File: config.mk
export PLATFORM = sky130hd
export DESIGN_NAME = exwb_stage
export DESIGN_NICKNAME = d
export VERILOG_FILES = /design/src/rtl/exwb_stage.sv
export SDC_FILE = /design/constraint.sdc
export NUM_CORES = 1
export LEC_CHECK = 0
export ABC_AREA = 1
export ABC_CLOCK_PERIOD_IN_PS = 6200
export BUFFER_PORTS_ARGS = -buffer_cell sky130_fd_sc_hd__buf_2
export CAP_MARGIN = 20
export CORE_MARGIN = 3
export CORE_UTILIZATION = 55
export DETAILED_ROUTE_END_ITERATION = 10
export GPL_TIMING_DRIVEN = 0
export HOLD_SLACK_MARGIN = 0.02
export PLACE_DENSITY = 0.85
export SYNTH_ARGS = -nofsm -noshare
export SYNTH_HDL_FRONTEND = slang
export SYNTH_SLANG_ARGS = --single-unit
File: constraint.sdc
create_clock -name iClk -period 6.2 [get_ports iClk]
set_input_delay 0 -clock iClk [delete_from_list [all_inputs] [get_ports iClk]]
set_output_delay 0 -clock iClk [all_outputs]
set_load 0.05 [all_outputs]
File: src/rtl/exwb_stage.sv
// Execute->writeback stage: 2-entry in-order buffer feeding the register-file write port,
// retirement-time N/Z status and retired-op counter. Optional forwarding lookup under EXWB_FWD_EN.
module exwb_stage #(
    parameter int DATA_W = 32,
    parameter int REG_AW = 5,
    parameter int CNT_W  = 16
) (
    input  logic              iClk,
    input  logic              iRst,
    input  logic              iValid,
    output logic              oReady,
    input  logic [DATA_W-1:0] iResult,
    input  logic              iNeg,
    input  logic              iZero,
    input  logic [REG_AW-1:0] iDest,
    input  logic              iWrEn,
    input  logic              iSetFlags,
    output logic              oWbValid,
    input  logic              iWbReady,
    output logic [DATA_W-1:0] oWbData,
    output logic [REG_AW-1:0] oWbDest,
    output logic              oWbWrEn,
    output logic              oFlagN,
    output logic              oFlagZ,
    output logic [CNT_W-1:0]  oRetireCnt,
    input  logic [REG_AW-1:0] iFwdAddr,
    output logic              oFwdHit,
    output logic [DATA_W-1:0] oFwdData
);

    // Slot 0 is always the head; slot 1 is the tail when two entries are held.
    logic [1:0]        count_reg;
    logic [1:0]        count_next;
    logic [DATA_W-1:0] data_reg [2];
    logic [REG_AW-1:0] dest_reg [2];
    logic [1:0]        neg_reg;
    logic [1:0]        zero_reg;
    logic [1:0]        wren_reg;
    logic [1:0]        setf_reg;
    logic              flag_n_reg;
    logic              flag_z_reg;
    logic [CNT_W-1:0]  retire_cnt_reg;

    logic              push;
    logic              pop;
    logic              wr_idx;
    logic [1:0]        wr_sel;

    assign oReady   = (count_reg != 2'd2);
    assign oWbValid = (count_reg != 2'd0);
    assign push     = iValid & oReady;
    assign pop      = oWbValid & iWbReady;

    // With a simultaneous pop the head vacates, so the new entry lands one slot lower.
    assign wr_idx = (count_reg == 2'd1) & ~pop;

    genvar gi;
    generate
        for (gi = 0; gi < 2; gi++) begin : g_wr_sel
            assign wr_sel[gi] = push & (wr_idx == gi[0]);
        end
    endgenerate

    always_comb begin
        count_next = count_reg;
        case ({push, pop})
            2'b10:   count_next = count_reg + 2'd1;
            2'b01:   count_next = count_reg - 2'd1;
            default: count_next = count_reg;
        endcase
    end

    always_ff @(posedge iClk) begin
        if (iRst) begin
            count_reg <= 2'd0;
        end else begin
            count_reg <= count_next;
        end
    end

    // Entry payload needs no reset: it is only observed while count marks it valid.
    always_ff @(posedge iClk) begin
        if (wr_sel[0]) begin
            data_reg[0] <= iResult;
            dest_reg[0] <= iDest;
            neg_reg[0]  <= iNeg;
            zero_reg[0] <= iZero;
            wren_reg[0] <= iWrEn;
            setf_reg[0] <= iSetFlags;
        end else if (pop) begin
            data_reg[0] <= data_reg[1];
            dest_reg[0] <= dest_reg[1];
            neg_reg[0]  <= neg_reg[1];
            zero_reg[0] <= zero_reg[1];
            wren_reg[0] <= wren_reg[1];
            setf_reg[0] <= setf_reg[1];
        end
        if (wr_sel[1]) begin
            data_reg[1] <= iResult;
            dest_reg[1] <= iDest;
            neg_reg[1]  <= iNeg;
            zero_reg[1] <= iZero;
            wren_reg[1] <= iWrEn;
            setf_reg[1] <= iSetFlags;
        end
    end

    always_ff @(posedge iClk) begin
        if (iRst) begin
            flag_n_reg     <= 1'b0;
            flag_z_reg     <= 1'b0;
            retire_cnt_reg <= '0;
        end else if (pop) begin
            if (setf_reg[0]) begin
                flag_n_reg <= neg_reg[0];
                flag_z_reg <= zero_reg[0];
            end
            retire_cnt_reg <= retire_cnt_reg + 1'b1;
        end
    end

    assign oWbData    = data_reg[0];
    assign oWbDest    = dest_reg[0];
    assign oWbWrEn    = wren_reg[0] & (dest_reg[0] != '0);
    assign oFlagN     = flag_n_reg;
    assign oFlagZ     = flag_z_reg;
    assign oRetireCnt = retire_cnt_reg;

`ifdef EXWB_FWD_EN
    logic [1:0] fwd_match;

    generate
        for (gi = 0; gi < 2; gi++) begin : g_fwd
            assign fwd_match[gi] = (count_reg > gi[1:0]) & wren_reg[gi]
                                 & (dest_reg[gi] != '0) & (dest_reg[gi] == iFwdAddr);
        end
    endgenerate

    // Tail is younger than head, so it wins when both match.
    always_comb begin
        oFwdHit  = |fwd_match;
        oFwdData = '0;
        if (fwd_match[1]) begin
            oFwdData = data_reg[1];
        end else if (fwd_match[0]) begin
            oFwdData = data_reg[0];
        end
    end
`else
    logic unused_fwd_addr;
    assign unused_fwd_addr = ^iFwdAddr;
    assign oFwdHit         = 1'b0;
    assign oFwdData        = '0;
`endif

endmodule

==> results.json <==
{
  "seq_power_share_pct": 42.1,
  "grt_use_met2_pct": 36.95,
  "netlist_area_um2": 4601,
  "ant_nets": 0,
  "crit_type": "register to register",
  "start_kind": "register",
  "p_leak_nw": 2.620,
  "grt.overflow.total": 0,
  "wl_um": 9768,
  "grt_use_met1_pct": 24.56,
  "grt_pass1_wl_um": 15500,
  "area_growth_syn_to_layout_pct": 30.49,
  "top_usage_layer": "met2",
  "antenna_cells": 0,
  "gp_congestion": 0.7941,
  "dpl_cell_area_um2": 5404,
  "cts_inserted_buffers": 9,
  "path_common_cell": "nand2_2",
  "grt_max_degree": 29,
  "critPathMaxFanout": 26,
  "clk_pin_slew_ps": 100,
  "slew_violations": 0,
  "fin_crit_ps": 2348,
  "power_switching_mw": 0.9349,
  "grt_pass1_vias": 3133,
  "yosysSeqAreaShare_pct": 62.22,
  "routed_via_density": 4.672,
  "layout-drive-gt1-share_pct": 44.34,
  "clock_path_buffers": 2,
  "maxCapViolCount": 0,
  "instances_no_fill": 659,
  "first_iter_violations": 112,
  "vias": 3079,
  "setup_violations": 0,
  "pwr-share-comb_pct": 41.3,
  "ios": 141,
  "use_met3_pct": 3.589,
  "syn_inst": 364,
  "hold_viol_final": 0,
  "coreArea_um2": 7928,
  "p_int_mw": 1.390,
  "required_ps": 6270,
  "async_flop_share_pct": 0,
  "min_path_type": "input pin to register",
  "place_ws_ps": 3893,
  "drt-pass1-iter-count": 4,
  "critPathMaxStageDelay_ps": 450,
  "powerDensity_nw_per_um2": 387.2,
  "setup_tns_ps": 0,
  "worst_ir_drop_vdd_v": 0.0003638,
  "antenna_found_initial": 0,
  "fin_skew_ps": 8.264,
  "cp_top_family": "simple AND/OR/NAND/NOR gates",
  "synth_cell_types": 24,
  "switching_share_pct": 40.22,
  "drc": 0,
  "die_h_um": 97.46,
  "final.fill_count": 492,
  "io_buffers": 101,
  "yosysWarnings": 0,
  "hpwl_um": 6475,
  "final_nets": 608,
  "ys_ff_latch": 102,
  "cts_resized": 0,
  "clock_sinks": 102,
  "rsz0062_at_grt": "false",
  "routedWlPerCell_um": 14.82,
  "cts_root_buf": "clkbuf_8",
  "power_mw": 2.325,
  "fmax_mhz": 425.8,
  "htreeDepth": 3,
  "rrSetupSlack_ps": 3850,
  "setup_ws_ps": 3852,
  "place_inst": 601,
  "largest_reg_flops": 64,
  "design_area_um2": 6003,
  "arrival_ps": 2420,
  "critPathBufInv": 3,
  "num_rows": 32,
  "clock_latency_ps": 360,
  "grtUsageTotal_pct": 20.62,
  "synth_flop_cell": "edfxtp_1",
  "worst_slew_pin_slew_ps": 500.6,
  "synth_edf_count": 82,
  "clkPwrFrac_pct": 16.6,
  "crit_chain": "inv_1, ha_1, inv_2, nand2_2, nand2_1, nand3_1, nand2_2, buf_12",
  "fin_crit_sh_pct": 37.88,
  "cts_tree": "yes",
  "initial_core_util_pct": 58.03,
  "holdWs_ps": 46.36,
  "endpoint_kind": "register",
  "cp_slowest_cell": "nand2_2",
  "fp.dieW_um": 97.46,
  "slew-limit-headroom_pct": 66.55,
  "die_area_um2": 9498,
  "fin_util_pct": 75.73,
  "status": "finished, final reports clean",
  "syn_avg_cell_area_um2": 12.64
}
==> cells by family (layout without fill, tap and decap cells) <==
kind of cell             Yosys count  after routing  synth area share (%)
buffers and inverters            101            262                 14.44
AO/OA/AOI/OAI                     25             25                 3.182
AND/OR/NAND/NOR                   89             89                 8.812
XOR/XNOR                           3              3                0.5712
flip-flops                       102            102                 62.22
adder cells (fa/ha/maj)            6              6                 1.632
other                              1             33               0.08151
multiplexers                      37             37                 9.056
==> tightest hold or removal path, delay by kind of cell <==
kind,cells,cell delay (ps)
simple gates,1,160
buf+inv,1,110
compound gates,1,90
==> synthesized netlist by cell type, types with 3 or more instances <==
library cell / n / share of area (%)
buf_4: 73 / 12
nor2_4: 3 / 0.73
inv_1: 23 / 1.9
xor2_1: 3 / 0.57
a21oi_1: 9 / 0.98
mux2_2: 37 / 9.1
nand3_1: 8 / 0.87
buf_2: 3 / 0.33
edfxtp_1: 82 / 54
nor2_1: 28 / 2.3
dfxtp_1: 20 / 8.7
o21bai_2: 3 / 0.73
ha_1: 6 / 1.6
o21ai_0: 12 / 1.3
nand2_2: 3 / 0.41
nand2_1: 41 / 3.3
==> metal layers <==
| metal | wire, um | vias to the layer above |
|---|---|---|
| li1 | - | 1514 |
| met1 | 3843 | 1434 |
| met2 | 5208 | 117 |
| met3 | 533 | 14 |
| met4 | 183 | 0 |
| met5 | 0 | - |
==> cell type report <==
type,count,area (um2),area share (%)
buffer,77,574.3,9.566
timing repair buffer,145,965.9,16.09
sequential,102,2863,47.69
clock buffer,9,123.9,2.063
tap,102,127.6,2.126
multi-input combinational,193,1204,20.05
clock inverter,7,55.05,0.9170
inverter,24,90.09,1.501
==> repair_timing <==
item                                   in CTS  in global routing
buffers inserted                            0                  0
endpoints found under the hold margin      88                  0
hold buffers                               42                  0
==> path summary, 6_finish.rpt <==
kind	startpoint	endpoint	cells past startpoint
worst max-delay path	count_reg[0]$_SDFFE_PP0P_	data_reg[0][28]$_DFFE_PP_	8
worst min-delay path	iWbReady	oRetireCnt[0]$_SDFFE_PP0P_	3
worst max register to register	count_reg[0]$_SDFFE_PP0P_	data_reg[0][28]$_DFFE_PP_	8
worst min register to register	oRetireCnt[2]$_SDFFE_PP0P_	oRetireCnt[2]$_SDFFE_PP0P_	2
==> power groups by stage <==
stage | Clock (mW) | Sequential (mW) | Combinational (mW)
2_1_floorplan | 0 | 1.00 | 0.710
3_3_place_gp | 0 | 0.996 | 0.879
3_5_place_dp | 0 | 0.994 | 0.931
4_1_cts | 0.391 | 0.978 | 0.954
5_1_grt | 0.422 | 0.994 | 1.01
6_report | 0.385 | 0.980 | 0.960
==> placed cells by master, fill, tap and decap left out <==
cell type	instances
a21oi_1	9
and2_1	1
buf_12	2
buf_2	104
buf_4	73
buf_6	1
clkbuf_8	9
clkinv_1	1
clkinv_2	1
clkinv_4	2
conb_1	33
dfxtp_1	20
dlygate4sd3_1	42
edfxtp_1	82
ha_1	6
inv_1	23
inv_2	1
inv_6	2
inv_8	1
mux2_2	37
nand2_1	40
nand2_2	4
nand3_1	8
nand3b_4	1
nor2_1	27
nor2_2	2
nor2_4	4
nor3b_1	2
o21ai_0	12
o21bai_1	1
o21bai_2	3
xor2_1	3
Power figures use the tool's default switching activity.
